**src/rtl/seg_scan_ctrl_pkg.sv**
```systemverilog
// rtl/seg_scan_ctrl_pkg.sv - shared constants and hex-to-segment table for the digit scanner
package seg_scan_ctrl_pkg;

    localparam int NUM_DIGITS = 4;

    // Active-low segment patterns, bit order g..a, indexed by hex value
    localparam logic [6:0] HEX_SEG_LUT [16] = '{
        7'h40, 7'h79, 7'h24, 7'h30,
        7'h19, 7'h12, 7'h02, 7'h78,
        7'h00, 7'h10, 7'h08, 7'h03,
        7'h46, 7'h21, 7'h06, 7'h0E
    };

endpackage

```
**src/rtl/seg_hex_decode.sv**
```systemverilog
// rtl/seg_hex_decode.sv - combinational hex digit to active-low 7-segment decoder
module seg_hex_decode
    import seg_scan_ctrl_pkg::*;
(
    input  logic [3:0] i_hex,
    output logic [6:0] o_seg
);

    assign o_seg = HEX_SEG_LUT[i_hex];

endmodule

```
**src/rtl/seg_scan_ctrl.sv**
```systemverilog
// rtl/seg_scan_ctrl.sv - four-digit multiplexed 7-segment scanner with button-driven digit editing
module seg_scan_ctrl
    import seg_scan_ctrl_pkg::*;
#(
    parameter int unsigned SCAN_DIV  = 100000,
    parameter int unsigned BLINK_DIV = 25000000
) (
    input  logic        clk,
    input  logic        rst_n,
    input  logic        enable,
    input  logic        btn_left,
    input  logic        btn_right,
    input  logic        btn_up,
    input  logic        btn_down,
    input  logic        load,
    input  logic [15:0] load_data,
    output logic [3:0]  sel,
    output logic [7:0]  seg,
    output logic [15:0] digits,
    output logic [1:0]  cursor
);

    localparam int SCAN_W  = $clog2(SCAN_DIV);
    localparam int BLINK_W = $clog2(BLINK_DIV);

    logic [3:0]                  r_btn_prev;
    logic [NUM_DIGITS-1:0][3:0]  r_digits;
    logic [1:0]                  r_cursor;
    logic [SCAN_W-1:0]           r_scan_cnt;
    logic [1:0]                  r_scan_idx;
    logic [BLINK_W-1:0]          r_blink_cnt;
    logic                        r_blink;
    logic [3:0]                  r_sel;
    logic [7:0]                  r_seg;

    logic [3:0] w_btn;
    logic [3:0] w_edge;
    logic       w_left;
    logic       w_right;
    logic       w_inc;
    logic       w_dec;
    logic [1:0] w_cursor_nxt;
    logic       w_scan_tc;
    logic       w_blink_tc;
    logic [3:0] w_scan_digit;
    logic [6:0] w_hex_seg;

    assign w_btn  = {btn_down, btn_up, btn_right, btn_left};
    assign w_edge = w_btn & ~r_btn_prev;

    // Opposing edges in the same cycle cancel out
    assign w_left  = w_edge[0] & ~w_edge[1];
    assign w_right = w_edge[1] & ~w_edge[0];
    assign w_inc   = w_edge[2] & ~w_edge[3];
    assign w_dec   = w_edge[3] & ~w_edge[2];

    always_comb begin
        w_cursor_nxt = r_cursor;
        if (w_left) begin
            w_cursor_nxt = r_cursor + 2'd1;
        end else if (w_right) begin
            w_cursor_nxt = r_cursor - 2'd1;
        end
    end

    assign w_scan_tc  = (r_scan_cnt == SCAN_W'(SCAN_DIV - 1));
    assign w_blink_tc = (r_blink_cnt == BLINK_W'(BLINK_DIV - 1));

    always_ff @(posedge clk) begin
        if (!rst_n) begin
            r_btn_prev <= '0;
            r_digits   <= '0;
            r_cursor   <= '0;
        end else begin
            r_btn_prev <= w_btn;
            r_cursor   <= w_cursor_nxt;
            // Edits address the pre-move cursor; a load wins over any edit
            if (load) begin
                r_digits <= load_data;
            end else if (w_inc) begin
                r_digits[r_cursor] <= r_digits[r_cursor] + 4'd1;
            end else if (w_dec) begin
                r_digits[r_cursor] <= r_digits[r_cursor] - 4'd1;
            end
        end
    end

    always_ff @(posedge clk) begin
        if (!rst_n) begin
            r_scan_cnt  <= '0;
            r_scan_idx  <= '0;
            r_blink_cnt <= '0;
            r_blink     <= 1'b0;
        end else begin
            if (w_scan_tc) begin
                r_scan_cnt <= '0;
                r_scan_idx <= r_scan_idx + 2'd1;
            end else begin
                r_scan_cnt <= r_scan_cnt + SCAN_W'(1);
            end
            if (w_blink_tc) begin
                r_blink_cnt <= '0;
                r_blink     <= ~r_blink;
            end else begin
                r_blink_cnt <= r_blink_cnt + BLINK_W'(1);
            end
        end
    end

    assign w_scan_digit = r_digits[r_scan_idx];

    seg_hex_decode u_hex_decode (
        .i_hex (w_scan_digit),
        .o_seg (w_hex_seg)
    );

    // sel and seg share one register stage so they always switch together
    always_ff @(posedge clk) begin
        if (!rst_n) begin
            r_sel <= 4'hF;
            r_seg <= 8'hFF;
        end else if (!enable) begin
            r_sel <= 4'hF;
            r_seg <= 8'hFF;
        end else begin
            r_sel <= ~(4'b0001 << r_scan_idx);
            if (r_scan_idx == r_cursor) begin
                r_seg <= {1'b0, (r_blink ? 7'h7F : w_hex_seg)};
            end else begin
                r_seg <= {1'b1, w_hex_seg};
            end
        end
    end

    assign sel    = r_sel;
    assign seg    = r_seg;
    assign digits = r_digits;
    assign cursor = r_cursor;

endmodule

```
**config.mk**
```make
export PLATFORM = sky130hd
export DESIGN_NAME = seg_scan_ctrl
export DESIGN_NICKNAME = d
export VERILOG_FILES = /design/src/rtl/seg_scan_ctrl_pkg.sv /design/src/rtl/seg_hex_decode.sv /design/src/rtl/seg_scan_ctrl.sv
export SDC_FILE = /design/constraint.sdc
export NUM_CORES = 1
export LEC_CHECK = 0
export ABC_CLOCK_PERIOD_IN_PS = 6300
export CORE_MARGIN = 2
export CORE_UTILIZATION = 34
export CTS_CLUSTER_SIZE = 10
export DETAILED_ROUTE_END_ITERATION = 12
export PLACE_DENSITY = 0.65
export SETUP_SLACK_MARGIN = 0.1
export SLEW_MARGIN = 20
export SYNTH_ARGS = -nofsm -noshare
export SYNTH_HDL_FRONTEND = slang
export SYNTH_SLANG_ARGS = --single-unit
```
**constraint.sdc**
```tcl
create_clock -name clk -period 6.3 [get_ports clk]
set_clock_uncertainty 0.15 [all_clocks]
set_input_delay 1.26 -clock clk [delete_from_list [all_inputs] [get_ports clk]]
set_output_delay 1.26 -clock clk [all_outputs]
set_load 0.01 [all_outputs]
```
==> metrics.txt <==
Post-Route M1 WL=3.94 mm; upper clock frequency limit=0.291 GHz; hold crit path type=register to register; met2 WL post-DR=3.99 mm; pin count of the biggest net entering global routing=30; antenna cell count=0; number of synthesized register bits=79; clk slew on worst S/H paths=0.05 ns; top layer in use=met4; hold_buf cts=0; storage element area=0.00158 mm2; Crit Path Class=input port to register; detail-routed net length per standard cell=14.2 um; Clk Latency, worst-skew pair=0.33 ns; Leakage=1.74 nW; sequential share of power=0.439; maximum VDD drop=0.116 mV; Pre-Repair DR Iteration Count=4; mapped cell area=0.00386 mm2; chip height=110 um; Post-CTS Setup Bufs=0; wire length of the first global-routing pass=14.7 mm; post-CTS sizing=0; area added between synthesis and finish=23.1%; combinational power share=0.185; Synth area leader=dfxtp_1; global placement routability congestion=0.889; Vias=3159; CTS tree=done; setup TNS=0 ns; initial core utilization=0.353; standard-cell rows=38; PwrDens=267 mW/mm2; Final Cycle Share=0.545; Core Util, Final=0.434; vias in the first global route=3072; Cells after Synth=416; Max Cap Viol=0; post-synthesis sequential area ratio=0.410; Worst Tran Pin Value=0.993 ns; crit-path cells=clkdlybuf4s50_1 > and2_0 > a21boi_1 > o221ai_1; unrepaired setup endpoints after global routing=false; Worst Setup Slack, final=2.87 ns; Worst path slowest cell=clkdlybuf4s50_1; core area=0.0109 mm2; Die ar.=0.0122 mm2; EDFF count, synth=0; via-per-instance ratio=5.24; H-Tree Depth=3; Synth top area share=0.410; initial antenna violation count=0; CP Data Arrival Time=3.45 ns; Die X-Extent=110 um; CTS buffer count=9; IO Pins=54; Worst EP required=6.32 ns; leading post-synthesis cells by cell area=dfxtp_1, xor2_1, ha_1, nor2_1, xnor2_1; gr usage total=0.144; pre-CTS setup slack=2.52 ns; type of origin of the critical path=input port; maximum clock insertion buffer count=2; commonest non-fill, non-tap cell in the layout=dfxtp_1; crit-path max cell delay=1.12 ns; Port Buffers=53; design area=0.00475 mm2; Routed WL=8.56 mm; outcome=finished, final reports clean; Worst slew margin=0.336; Clk pwr share=0.376; CP Max Fanout=29; First DRT Iteration DRCs=152; synthesized net count=455; footprint of the multi-input gates=0.00212 mm2; main flop type after synthesis=dfxtp_1; Setup crit end kind=register; Area after DPL=0.00447 mm2; clk sinks=79; Mean Syn Cell Area=9.27 um2; Psw=0.000335 W; Synth async-reset ratio=0; final-report setup violation count=0; grt ovf=0; hpwl dp=6.02 mm; post-synth cell types=46; Layout fillers=1089; Final Hold Viols=0; # nets final=500; Detail Route Antenna Nets=0; crit path time final=3.43 ns; share of layout cells above drive strength 1=0.0583; Pint=0.000932 W; CTS root buf=clkbuf_16; synth warn=0; commonest cells after routing, fill and taps aside=dfxtp_1, clkdlybuf4s50_1, nor2_1; number of remaining DRC errors=0; fin. max-slew vios=0; met3 WL post-DR=512 um; Net Sw Frac=0.265
[per-layer routing]
metal / vias up / global-route usage
li1: 1555 / -
met1: 1478 / 0.177
met2: 116 / 0.243
met3: 10 / 0.0434
met4: 0 / 0.0442
met5: - / 0
[power groups by stage]
stage               combinational (W)  sequential [W]  clock, W
finish                       0.000234        0.000557  0.000477
global route                 0.000256        0.000560  0.000510
CTS                          0.000233        0.000557  0.000490
detailed placement           0.000231        0.000567         0
global placement             0.000228        0.000567         0
floorplan                    0.000147        0.000561         0
[worst max-delay path, delay by kind of cell]
family,cells,cell delay (ns)
compound gates,2,0.69
simple gates,1,0.37
buf+inv,1,1.12
[synth_stat cells, types with 2 or more instances]
cell type  number
a21boi_0        2
a21oi_1        11
a2bb2oi_1       5
a31oi_1         5
a32o_1          4
and2_1          9
and3_1          9
and4_1          5
buf_2           7
clkbuf_1       11
dfxtp_1        79
ha_1           15
inv_1          18
mux2i_1         2
mux4_1          2
mux4_2          6
nand2_1        27
nand2b_1        8
nand3_1        20
nand4_1        11
nor2_1         49
nor2b_1         5
nor3_1          3
nor3b_1         2
nor4_1          6
nor4_2          2
o211ai_1        2
o21ai_0        16
o221a_2         5
o221ai_1        8
or4_1           2
xnor2_1        19
xor2_1         28
[per-stage QoR]
step                      hold slack, ns  total power [W]  std cells
after floorplan                    0.280         0.000709        416
after global placement             0.299         0.000795        590
after detailed placement           0.306         0.000798        590
after CTS                          0.324          0.00128        603
after global routing               0.337          0.00133        603
final                              0.329          0.00127        603
[state kept, by name, summed over array words and instances (netlist names)]
| signal | cells |
|---|---|
| r_blink_cnt | 25 |
| r_scan_cnt | 17 |
| digits | 16 |
| seg | 8 |
| r_btn_prev | 4 |
| sel | 4 |
| cursor | 2 |
| r_scan_idx | 2 |
| r_blink | 1 |
[layout make-up]
| class | count | share of cell area |
|---|---|---|
| clock inverters | 1 | 0.00105 |
| inverters | 19 | 0.0150 |
| multi-input cells | 299 | 0.446 |
| repair buffers | 53 | 0.112 |
| clock buffers | 12 | 0.0562 |
| flip-flops and latches | 79 | 0.333 |
| well taps | 140 | 0.0369 |
[path summary, 6_finish.rpt]
path,start,to,slack (ns),cells past startpoint
min reg2reg,r_scan_cnt[0]$_SDFF_PP0_,r_scan_cnt[0]$_SDFF_PP0_,0.33,1
max reg2reg,cursor[0]$_SDFFE_PN0P_,digits[10]$_SDFFE_PN0P_,3.24,6
max,rst_n,seg[4]$_SDFF_PN1_,2.87,4
min,r_scan_cnt[0]$_SDFF_PP0_,r_scan_cnt[0]$_SDFF_PP0_,0.33,1
[cell families (layout without fill, tap and decap cells)]
| logic type | count (synthesis) | in the layout | share of synthesized area |
|---|---|---|---|
| buf+inv | 38 | 85 | 0.0412 |
| xor+xnor | 47 | 47 | 0.107 |
| flops | 79 | 79 | 0.410 |
| mux | 10 | 10 | 0.0539 |
| simple gates | 164 | 164 | 0.220 |
| fa+ha+maj | 15 | 15 | 0.0487 |
| compound gates | 63 | 63 | 0.120 |
No activity file was read; power rests on OpenSTA's default activity.
